[src/rtl/adc_avg_sequencer.sv]
// Paces SAR ADC conversions, averages 2**LOG2_AVG captured results and hands each
// average to the back end through a single-entry valid/ready output register.
module adc_avg_sequencer #(
    parameter int RESOLUTION = 8,
    parameter int LOG2_AVG   = 2,
    parameter int PERIOD_W   = 16,
    parameter int TIMEOUT    = 64
) (
    input  logic                  clk_i,
    input  logic                  rst_ni,
    input  logic                  en_i,
    input  logic [PERIOD_W-1:0]   period_i,
    input  logic                  clr_status_i,
    output logic                  start_o,
    input  logic                  adc_rdy_i,
    input  logic [RESOLUTION-1:0] adc_result_i,
    output logic [RESOLUTION-1:0] data_o,
    output logic                  valid_o,
    input  logic                  ready_i,
    output logic                  busy_o,
    output logic                  overrun_o,
    output logic                  timeout_o
);
    localparam int ACC_W = RESOLUTION + LOG2_AVG;
    localparam int CNT_W = (LOG2_AVG > 0) ? LOG2_AVG : 1;
    localparam int TMO_W = (TIMEOUT > 1) ? $clog2(TIMEOUT) : 1;
    localparam logic [CNT_W-1:0] LAST_SMP = CNT_W'((1 << LOG2_AVG) - 1);
    localparam logic [TMO_W-1:0] TMO_LAST = TMO_W'(TIMEOUT - 1);

    typedef enum logic {
        IDLE = 1'b0,
        CONV = 1'b1
    } state_t;

    state_t                r_state;
    logic                  r_start;
    logic [PERIOD_W-1:0]   r_cnt_q;
    logic [TMO_W-1:0]      r_tmo;
    logic                  r_rdy_q;
    logic [ACC_W-1:0]      r_acc;
    logic [CNT_W-1:0]      r_cnt_s;
    logic [RESOLUTION-1:0] r_data;
    logic                  r_valid;
    logic                  r_overrun;
    logic                  r_timeout;

    logic                  w_cap;
    logic                  w_last;
    logic                  w_done;
    logic                  w_tmo_hit;
    logic                  w_set_ovr;
    logic [PERIOD_W-1:0]   w_cnt_dec;
    logic [ACC_W-1:0]      w_sum;
    logic [RESOLUTION-1:0] w_avg;

    // Only a rising edge of rdy counts, so a level left high by the previous
    // conversion can never be captured twice.
    assign w_cap     = adc_rdy_i & ~r_rdy_q;
    assign w_last    = (r_cnt_s == LAST_SMP);
    assign w_done    = (r_state == CONV) && w_cap && en_i && w_last;
    assign w_tmo_hit = (r_state == CONV) && !w_cap && (r_tmo == TMO_LAST);
    assign w_set_ovr = w_done && r_valid && !ready_i;
    assign w_cnt_dec = (r_cnt_q == '0) ? '0 : r_cnt_q - PERIOD_W'(1);
    // acc never holds more than 2**LOG2_AVG-1 samples, so this sum cannot wrap.
    assign w_sum     = r_acc + ACC_W'(adc_result_i);
    assign w_avg     = RESOLUTION'(w_sum >> LOG2_AVG);

    assign start_o   = r_start;
    assign busy_o    = (r_state == CONV);
    assign data_o    = r_data;
    assign valid_o   = r_valid;
    assign overrun_o = r_overrun;
    assign timeout_o = r_timeout;

    // NOTE: every state register uses <= so all updates see the same pre-edge values.
    always_ff @(posedge clk_i or negedge rst_ni) begin
        if (!rst_ni) begin
            r_state   <= IDLE;
            r_start   <= 1'b0;
            r_cnt_q   <= '0;
            r_tmo     <= '0;
            r_rdy_q   <= 1'b0;
            r_acc     <= '0;
            r_cnt_s   <= '0;
            r_data    <= '0;
            r_valid   <= 1'b0;
            r_overrun <= 1'b0;
            r_timeout <= 1'b0;
        end else begin
            r_rdy_q <= adc_rdy_i;
            r_start <= 1'b0;
            r_cnt_q <= w_cnt_dec;

            case (r_state)
                IDLE: begin
                    if (!en_i) begin
                        r_acc   <= '0;
                        r_cnt_s <= '0;
                        r_cnt_q <= '0;
                    end else if (r_cnt_q == '0) begin
                        r_start <= 1'b1;
                        r_cnt_q <= period_i;
                        r_tmo   <= '0;
                        r_state <= CONV;
                    end
                end
                CONV: begin
                    if (w_cap) begin
                        r_state <= IDLE;
                        if (!en_i || w_last) begin
                            r_acc   <= '0;
                            r_cnt_s <= '0;
                        end else begin
                            r_acc   <= w_sum;
                            r_cnt_s <= r_cnt_s + CNT_W'(1);
                        end
                    end else if (r_tmo == TMO_LAST) begin
                        r_state <= IDLE;
                    end else begin
                        r_tmo <= r_tmo + TMO_W'(1);
                    end
                end
                default: r_state <= IDLE;
            endcase

            // A handshake in the completion cycle frees the slot for the new average.
            if (w_done && (!r_valid || ready_i)) begin
                r_data  <= w_avg;
                r_valid <= 1'b1;
            end else if (r_valid && ready_i) begin
                r_valid <= 1'b0;
            end

            r_overrun <= w_set_ovr | (r_overrun & ~clr_status_i);
            r_timeout <= w_tmo_hit | (r_timeout & ~clr_status_i);
        end
    end

endmodule

[config.mk]
export PLATFORM = sky130hd
export DESIGN_NAME = adc_avg_sequencer
export DESIGN_NICKNAME = d
export VERILOG_FILES = /design/src/rtl/adc_avg_sequencer.sv
export SDC_FILE = /design/constraint.sdc
export NUM_CORES = 1
export LEC_CHECK = 0
export ABC_AREA = 1
export BUFFER_PORTS_ARGS = -buffer_cell sky130_fd_sc_hd__buf_2
export CORE_UTILIZATION = 39
export CTS_CLUSTER_SIZE = 8
export DETAILED_ROUTE_END_ITERATION = 12
export GPL_TIMING_DRIVEN = 0
export PLACE_DENSITY_LB_ADDON = 0.05
export SETUP_SLACK_MARGIN = 0.4
export SLEW_MARGIN = 20
export SYNTH_ARGS = -nofsm -noshare
export SYNTH_HDL_FRONTEND = slang
export SYNTH_SLANG_ARGS = --single-unit
export TNS_END_PERCENT = 100
[constraint.sdc]
create_clock -name clk_i -period 3.7 [get_ports clk_i]
set_clock_uncertainty 0.2 [all_clocks]
set_input_delay 0.185 -clock clk_i [delete_from_list [all_inputs] [get_ports clk_i]]
set_output_delay 0.185 -clock clk_i [all_outputs]
set_load 0.02 [all_outputs]
==> results of run 1 <==
## path summary, 6_finish.rpt
kind                       cells after the start           to             from  slack (ps)
max reg2reg                                   10    data_o[6]         r_acc[0]        1640
max in group asynchronous                      2     r_acc[4]           rst_ni        2630
min in group asynchronous                      2  r_cnt_q[11]           rst_ni         220
min                                            3     r_acc[0]  adc_result_i[0]          20
min reg2reg                                    2    data_o[0]        data_o[0]         280
max                                           10    data_o[6]         r_acc[0]        1640
## metrics by stage
stage | util | power, mW | cells | worst slack, ps | hold WS [ps]
2_1_floorplan | - | 1.36 | 383 | 1860 | -311
3_3_place_gp | 0.453 | 1.55 | 524 | 1690 | 126
3_5_place_dp | 0.454 | 1.56 | 524 | 1670 | 67.2
4_1_cts | 0.496 | 1.92 | 554 | 1640 | 21.4
5_1_grt | 0.496 | 2.06 | 554 | 1500 | 40.5
6_report | 0.496 | 1.90 | 554 | 1640 | 19.3
## final cells by class
class	count	area share
Sequential cell	48	0.330
Inverter	38	0.0392
Clock inverter	2	0.00275
Buffer	8	0.0206
Tap cell	99	0.0340
Multi-Input combinational cell	289	0.432
Clock buffer	6	0.0227
Timing Repair Buffer	64	0.119
## cells in the mapped netlist (all sizes together)
cell / n / area share
nand3: 57 / 0.11
fa: 1 / 0.0067
inv: 38 / 0.048
a21boi: 1 / 0.0025
o22ai: 2 / 0.0042
o21ai: 6 / 0.010
ha: 11 / 0.046
clkbuf: 1 / 0.0046
nand4: 2 / 0.0042
o21bai: 4 / 0.010
nand2: 127 / 0.17
or2: 3 / 0.0063
nor2: 39 / 0.064
buf: 7 / 0.021
nand3b: 3 / 0.0075
a22o: 3 / 0.0088
nor3: 1 / 0.0017
a21o: 1 / 0.0025
xor2: 5 / 0.015
xnor2: 4 / 0.012
a21oi: 19 / 0.043
dfrtp: 48 / 0.40
## state kept, by name, summed over array words and instances, names as in the netlist, 2 cells and up
signal   cells
r_cnt_s      2
r_tmo        6
r_cnt_q     16
data_o       8
r_acc       10
## placed cells by master (no fill, tap or decap), types with 3 or more instances in the layout
master	synthesis	final
buf_4	2	3
nand2_2	5	5
nand3b_1	3	3
nand2_1	120	120
or2_2	3	3
a21oi_1	10	10
a21oi_2	9	9
nor2_1	30	30
dlygate4sd3_1	0	22
o21ai_0	4	4
xnor2_1	4	4
xor2_1	5	5
o21bai_1	4	4
nand3_2	10	10
inv_1	36	36
buf_2	3	44
ha_1	11	11
clkbuf_8	1	7
nand3_1	47	47
dfrtp_1	48	48
nor2_2	6	6
a22o_1	3	3
## critical path: stages (launching register included)
cell      delay (ps)
dfrtp_1          370
ha_1             210
inv_1             70
fa_1             400
nand3b_1         180
nand2_1          120
nand3_1          100
nand2_1           80
nand2_1           70
nand3_1           90
nand2_1           60
## logic make-up (layout without fill, tap and decap cells)
family | after synthesis | count (layout)
AND/OR/NAND/NOR | 232 | 232
XOR/XNOR | 9 | 9
adder cells (fa/ha/maj) | 12 | 12
AO/OA/AOI/OAI | 36 | 36
flip-flops | 48 | 48
buffers and inverters | 46 | 118
## timing repair
action / 4_1_cts / 5_1_grt
resized for setup: 0 / 0
hold endpoints to repair: 69 / 0
hold buffers: 22 / 0
## power breakdown
group	total, mW	switching (mW)	internal, mW
Combinational	0.906	0.572	0.334
Clock	0.336	0.187	0.150
Sequential	0.660	0.0625	0.597
## routing by layer
layer / up-vias / GRT usage / routed length (um)
met5: - / 0 / 0
met1: 1176 / 0.244 / 3340
met3: 10 / 0.0323 / 180
met4: 0 / 0.0534 / 89
li1: 1373 / - / -
met2: 38 / 0.319 / 3180
==> summary.md, run 1 <==
| Metric | Value |
|---|---|
| Run status | finished clean |
| Setup bufs post-CTS | 0 |
| GRT Util Overall | 0.187 |
| Combinational family with the most area after synthesis | simple AND/OR/NAND/NOR gates |
| Router iterations before antenna repair | 4 |
| # DRC | 0 |
| WP data arrival | 2060 ps |
| Synth Area in XOR/XNOR | 0.0264 |
| Vias/cell | 4.69 |
| WP data required | 3690 ps |
| Startpoint types | register |
| Fmax | 485 MHz |
| Placeable Area | 7330 um2 |
| Post-layout min period | 2060 ps |
| Fin Setup TNS | 0 ps |
| Final nets | 496 |
| Congestion Overflow GR | 0 |
| Routed via count | 2597 |
| Clock tree buffer depth | 2 |
| Number of global-route vias before repair | 2572 |
| Placed Area | 3330 um2 |
| Worst hold path type | input port to register |
| Crit path capture type | register |
| Fillcell total | 749 |
| Largest net degree at the start of global routing | 49 |
| DR WL/cell | 12.3 um |
| Setup violators final | 0 |
| Pwr Density | 523 nW/um2 |
| Reg clk slew, reported paths | 100 ps |
| Chip Width | 89.5 um |
| Mapped cell area | 2990 um2 |
| Fin area | 3640 um2 |
| Worst vdd ir | 0.155 mV |
| Multi-input logic area | 1570 um2 |
| Post-Syn Nets | 425 |
| Synth Area in Adders | 0.0527 |
| Max cap viols | 0 |
| Final Cycle Share | 0.557 |
| Root Buffer | clkbuf_8 |
| Yosys warnings | 0 |
| FF+latch count, synth | 48 |
| # rows | 31 |
| Library cells used by synthesis | 34 |
| Compound-gate portion of the synthesized area | 0.0812 |
| Simple-gate share of the synthesized area | 0.365 |
| Post-DP HPWL | 4.90 mm |
| Register area share after synthesis | 0.402 |
| Final Hold Viols | 0 |
| Initial DRC Count | 65 |
| WL final | 6.79 mm |
| Inserted Clock Buffers | 5 |
| Area Overhead vs Synth | 21.7% |
| Routability cong. | 0.779 |
| Mux contribution to synthesized area | 0 |
| Wire length of the first global-routing pass | 11.5 mm |
| CTS tree | done |
| Critical path class | register to register |
| Leakage | 1.94 nW |
| PortBufs | 42 |
| Post-Synthesis Cells | 383 |
| Worst Max-Slew Pin Slew | 633 ps |
| Initial antenna violation count | 0 |
| Initial Utilization | 0.408 |
| Clock sinks | 48 |
| Die H | 89.5 um |
| Max-slew violations | 0 |
| Slew HR | 0.578 |
| Diode count | 0 |
| Later-pin clock latency in the skew report | 310 ps |
| DRT antenna net count | 0 |
| Die ar. | 8020 um2 |
| Max FO, Critical Path | 3 |
| Share of cells above drive strength 1 | 0.215 |
| RSZ-0062 raised after global routing | false |
| Htree depth | 2 |
| Sequential cell area | 1200 um2 |
| Total I/O pin count | 43 |
| Synthesized area per cell | 7.80 um2 |
Note: power is estimated with default switching activity, not from simulation.
==> inputs of run 2 (changes only) <==
Clock period 3.7 ns to 2 ns, I/O delays scaled along.
==> run 2 against run 1 <==
Effect of this change:
- the run now ends with negative hold slack left
- utilization rose by 13 points
- sequential power up 88%
- largest power group unchanged
- register-to-register slack got worse by 1500 ps
- die area unchanged
- via count increased by 12%
- clock power rose to 2.9 times the previous value
- worst setup slack got worse by 1500 ps
- sequential cell count unchanged
- non-clock buffer count rose by 39
==> summary.md, run 2 (same netlist as run 1, synthesis figures left out) <==
| Metric | Value |
|---|---|
| Run status | finished, violations left (was finished clean) |
| Failing checks | negative hold slack |
| Leakage | 2.25 nW (was 1.94 nW) |
| Post-place setup slack | 87.9 ps (was 1670 ps) |
| Hold Path Depth | 3 (unchanged) |
| Endpoint, Worst Hold | r_acc[0] (unchanged) |
| CP delay by family, top | simple AND/OR/NAND/NOR gates (unchanged) |
| Most Crowded Layer GR | met2 (unchanged) |
| Later-pin clock latency in the skew report | 310 ps (about the same) |
| Max cap viols | 0 (unchanged) |
| M1 GR Usage | 0.264 (was 0.244) |
| WL final | 8.40 mm (was 6.79 mm) |
| Commonest non-fill, non-tap cells in the layout | nand2_1 (101), dfrtp_1 (45), buf_2 (41), buf_4 (34), inv_1 (30) (was nand2_1 (120), dfrtp_1 (48), nand3_1 (47), buf_2 (44), inv_1 (36)) |
| Most common library cell in the layout ignoring fill and taps | nand2_1 (unchanged) |
| Worst Path Buf+Inv | 1 (unchanged) |
| RSZ-0062 raised after global routing | true (was false) |
| Die H | 89.5 um (unchanged) |
| Clock sinks | 48 (unchanged) |
| Initial DRC Count | 89 (was 65) |
| # rows | 31 (unchanged) |
| Worst hold path type | input port to register (unchanged) |
| Post-layout min period | 1890 ps (was 2060 ps) |
| Worst reg2reg setup slack | 110 ps (was 1640 ps) |
| Max FO, Critical Path | 3 (unchanged) |
| DR WL/cell | 14.1 um (was 12.3 um) |
| Largest net degree at the start of global routing | 49 (unchanged) |
| Fin area | 4620 um2 (was 3640 um2) |
| Initial antenna violation count | 0 (unchanged) |
| Root Buffer | clkbuf_8 (unchanged) |
| Placeable Area | 7330 um2 (unchanged) |
| Routed via count | 2899 (was 2597) |
| Worst Max-Slew Pin Slew | 656 ps (was 633 ps) |
| Congestion Overflow GR | 0 (unchanged) |
| Routability cong. | 0.804 (was 0.779) |
| # DRC | 0 (unchanged) |
| WP data arrival | 1890 ps (was 2060 ps) |
| Fillcell total | 591 (was 749) |
| GRT Util Overall | 0.209 (was 0.187) |
| Hold_ws | -47.4 ps (was 19.3 ps) |
| Startpoint types | register (unchanged) |
| Core Util, Final | 0.630 (was 0.496) |
| CTS tree | done (unchanged) |
| CP peak stage delay | 400 ps (about the same) |
| Htree depth | 2 (unchanged) |
| Reg clk slew, reported paths | 100 ps (about the same) |
| Non-filler cells, final | 594 (was 554) |
| GR Layer Usage met2 | 0.373 (was 0.319) |
| Inserted Clock Buffers | 5 (unchanged) |
| Critical path class | register to register (unchanged) |
| Reg2Reg Depth | 10 (unchanged) |
| Chip Width | 89.5 um (unchanged) |
| Total I/O pin count | 43 (unchanged) |
| Worst path slowest cell | dfrtp_1 (was fa_1) |
| Power consumption | 5.03 mW (was 1.90 mW) |
| Post-route worst setup slack | 109 ps (was 1640 ps) |
| Largest register FFs | 16 (unchanged) |
| Diode count | 0 (unchanged) |
| Fmax | 529 MHz (was 485 MHz) |
| Pwr Density | 1090 nW/um2 (was 523 nW/um2) |
| Slew HR | 0.562 (was 0.578) |
| Cell total after placement | 524 (unchanged) |
| Post-DP HPWL | 4.89 mm (was 4.90 mm) |
| DRT antenna net count | 0 (unchanged) |
| Placed Area | 3360 um2 (was 3330 um2) |
| Worst vdd ir | 0.426 mV (was 0.155 mV) |
| Number of global-route vias before repair | 2723 (was 2572) |
| Final Cycle Share | 0.946 (was 0.557) |
| Setup violators final | 0 (unchanged) |
| Worst reg2reg path startpoint | r_acc[0] (unchanged) |
| Crit path capture type | register (unchanged) |
| Router iterations before antenna repair | 4 (unchanged) |
| M3 GR Usage | 0.0295 (was 0.0323) |
| Die ar. | 8020 um2 (unchanged) |
| Area Overhead vs Synth | 54.4% (was 21.7%) |
| WP data required | 2000 ps (was 3690 ps) |
| Max-slew violations | 0 (unchanged) |
| Hold Startpoint | adc_result_i[0] (unchanged) |
| Crit path launch | r_acc[0] (unchanged) |
| Share of cells above drive strength 1 | 0.451 (was 0.215) |
| Crit-path cells | ha_4 > inv_2 > fa_2 > nand3b_1 > nand2_2 > nand3_2 > nand2_1 > nand2_1 > nand3_1 > nand2_1 (was ha_1 > inv_1 > fa_1 > nand3b_1 > nand2_1 > nand3_1 > nand2_1 > nand2_1 > nand3_1 > nand2_1) |
| Initial Utilization | 0.408 (unchanged) |
| Final nets | 536 (was 496) |
| Hold Buf Count CTS | 21 (was 22) |
| Final Hold Viols | 1 (was 0) |
| Vias/cell | 4.88 (was 4.69) |
| Biggest register | r_cnt_q (unchanged) |
| RR Endpoint | r_acc[8] (was data_o[6]) |
| PortBufs | 42 (unchanged) |
| Most frequent CP cell | nand2_1 (unchanged) |
| Clock tree buffer depth | 2 (unchanged) |
| Fin Setup TNS | 0 ps (unchanged) |
| Wire length of the first global-routing pass | 12.7 mm (was 11.5 mm) |
[run 2: cell count changes in the layout (fill, tap and decap cells not counted), moves of 9 or more]
cell	delta
nand2_1	-19
buf_4	+31
ha_1	-9
nand3_1	-23
nand3_2	+15
nand2_2	+13
nor2_1	-11
[run 2: power breakdown]
| group | internal (mW) | switching, mW |
|---|---|---|
| clock network | 0.626 | 0.364 |
| logic | 1.25 | 1.55 |
| registers | 1.11 | 0.131 |
[run 2: final cells by class]
cell class	count	area [um2]	share of cell area
Sequential cell	48	1200	0.261
Clock inverter	3	90.1	0.0195
Timing Repair Buffer	103	798	0.173
Multi-Input combinational cell	290	2090	0.453
Buffer	8	90.1	0.0195
Inverter	38	148	0.0320
Clock buffer	5	68.8	0.0149
Tap cell	99	124	0.0268
[run 2: routing by layer]
metal	part of all wire	vias up
met4	0.012	0
met3	0.029	12
met2	0.52	52
met5	0	-
li1	-	1453
met1	0.44	1382
[run 2: tightest hold or removal path: cells and delay by family]
family	cells	cell delay, ps
adder cells (fa/ha/maj)	1	120
AO/OA/AOI/OAI	1	100
buffers and inverters	1	110
[run 2: worst max-delay path by stage]
stage	to	slack (ps)	depth (start not counted)
after floorplan	data_o[6]	240	10
after global placement	data_o[6]	80	10
after detailed placement	data_o[6]	90	10
after CTS	data_o[6]	140	10
after global routing	data_o[6]	40	10
final	r_acc[8]	110	10
[run 2: what timing repair did]
action                                  CTS  global route
setup buffers                            29             9
endpoints found under the hold margin    71             1
endpoints found under the setup margin   42            43
resized for setup                        70            54
cloned                                    2             1
pin swaps                                29            37
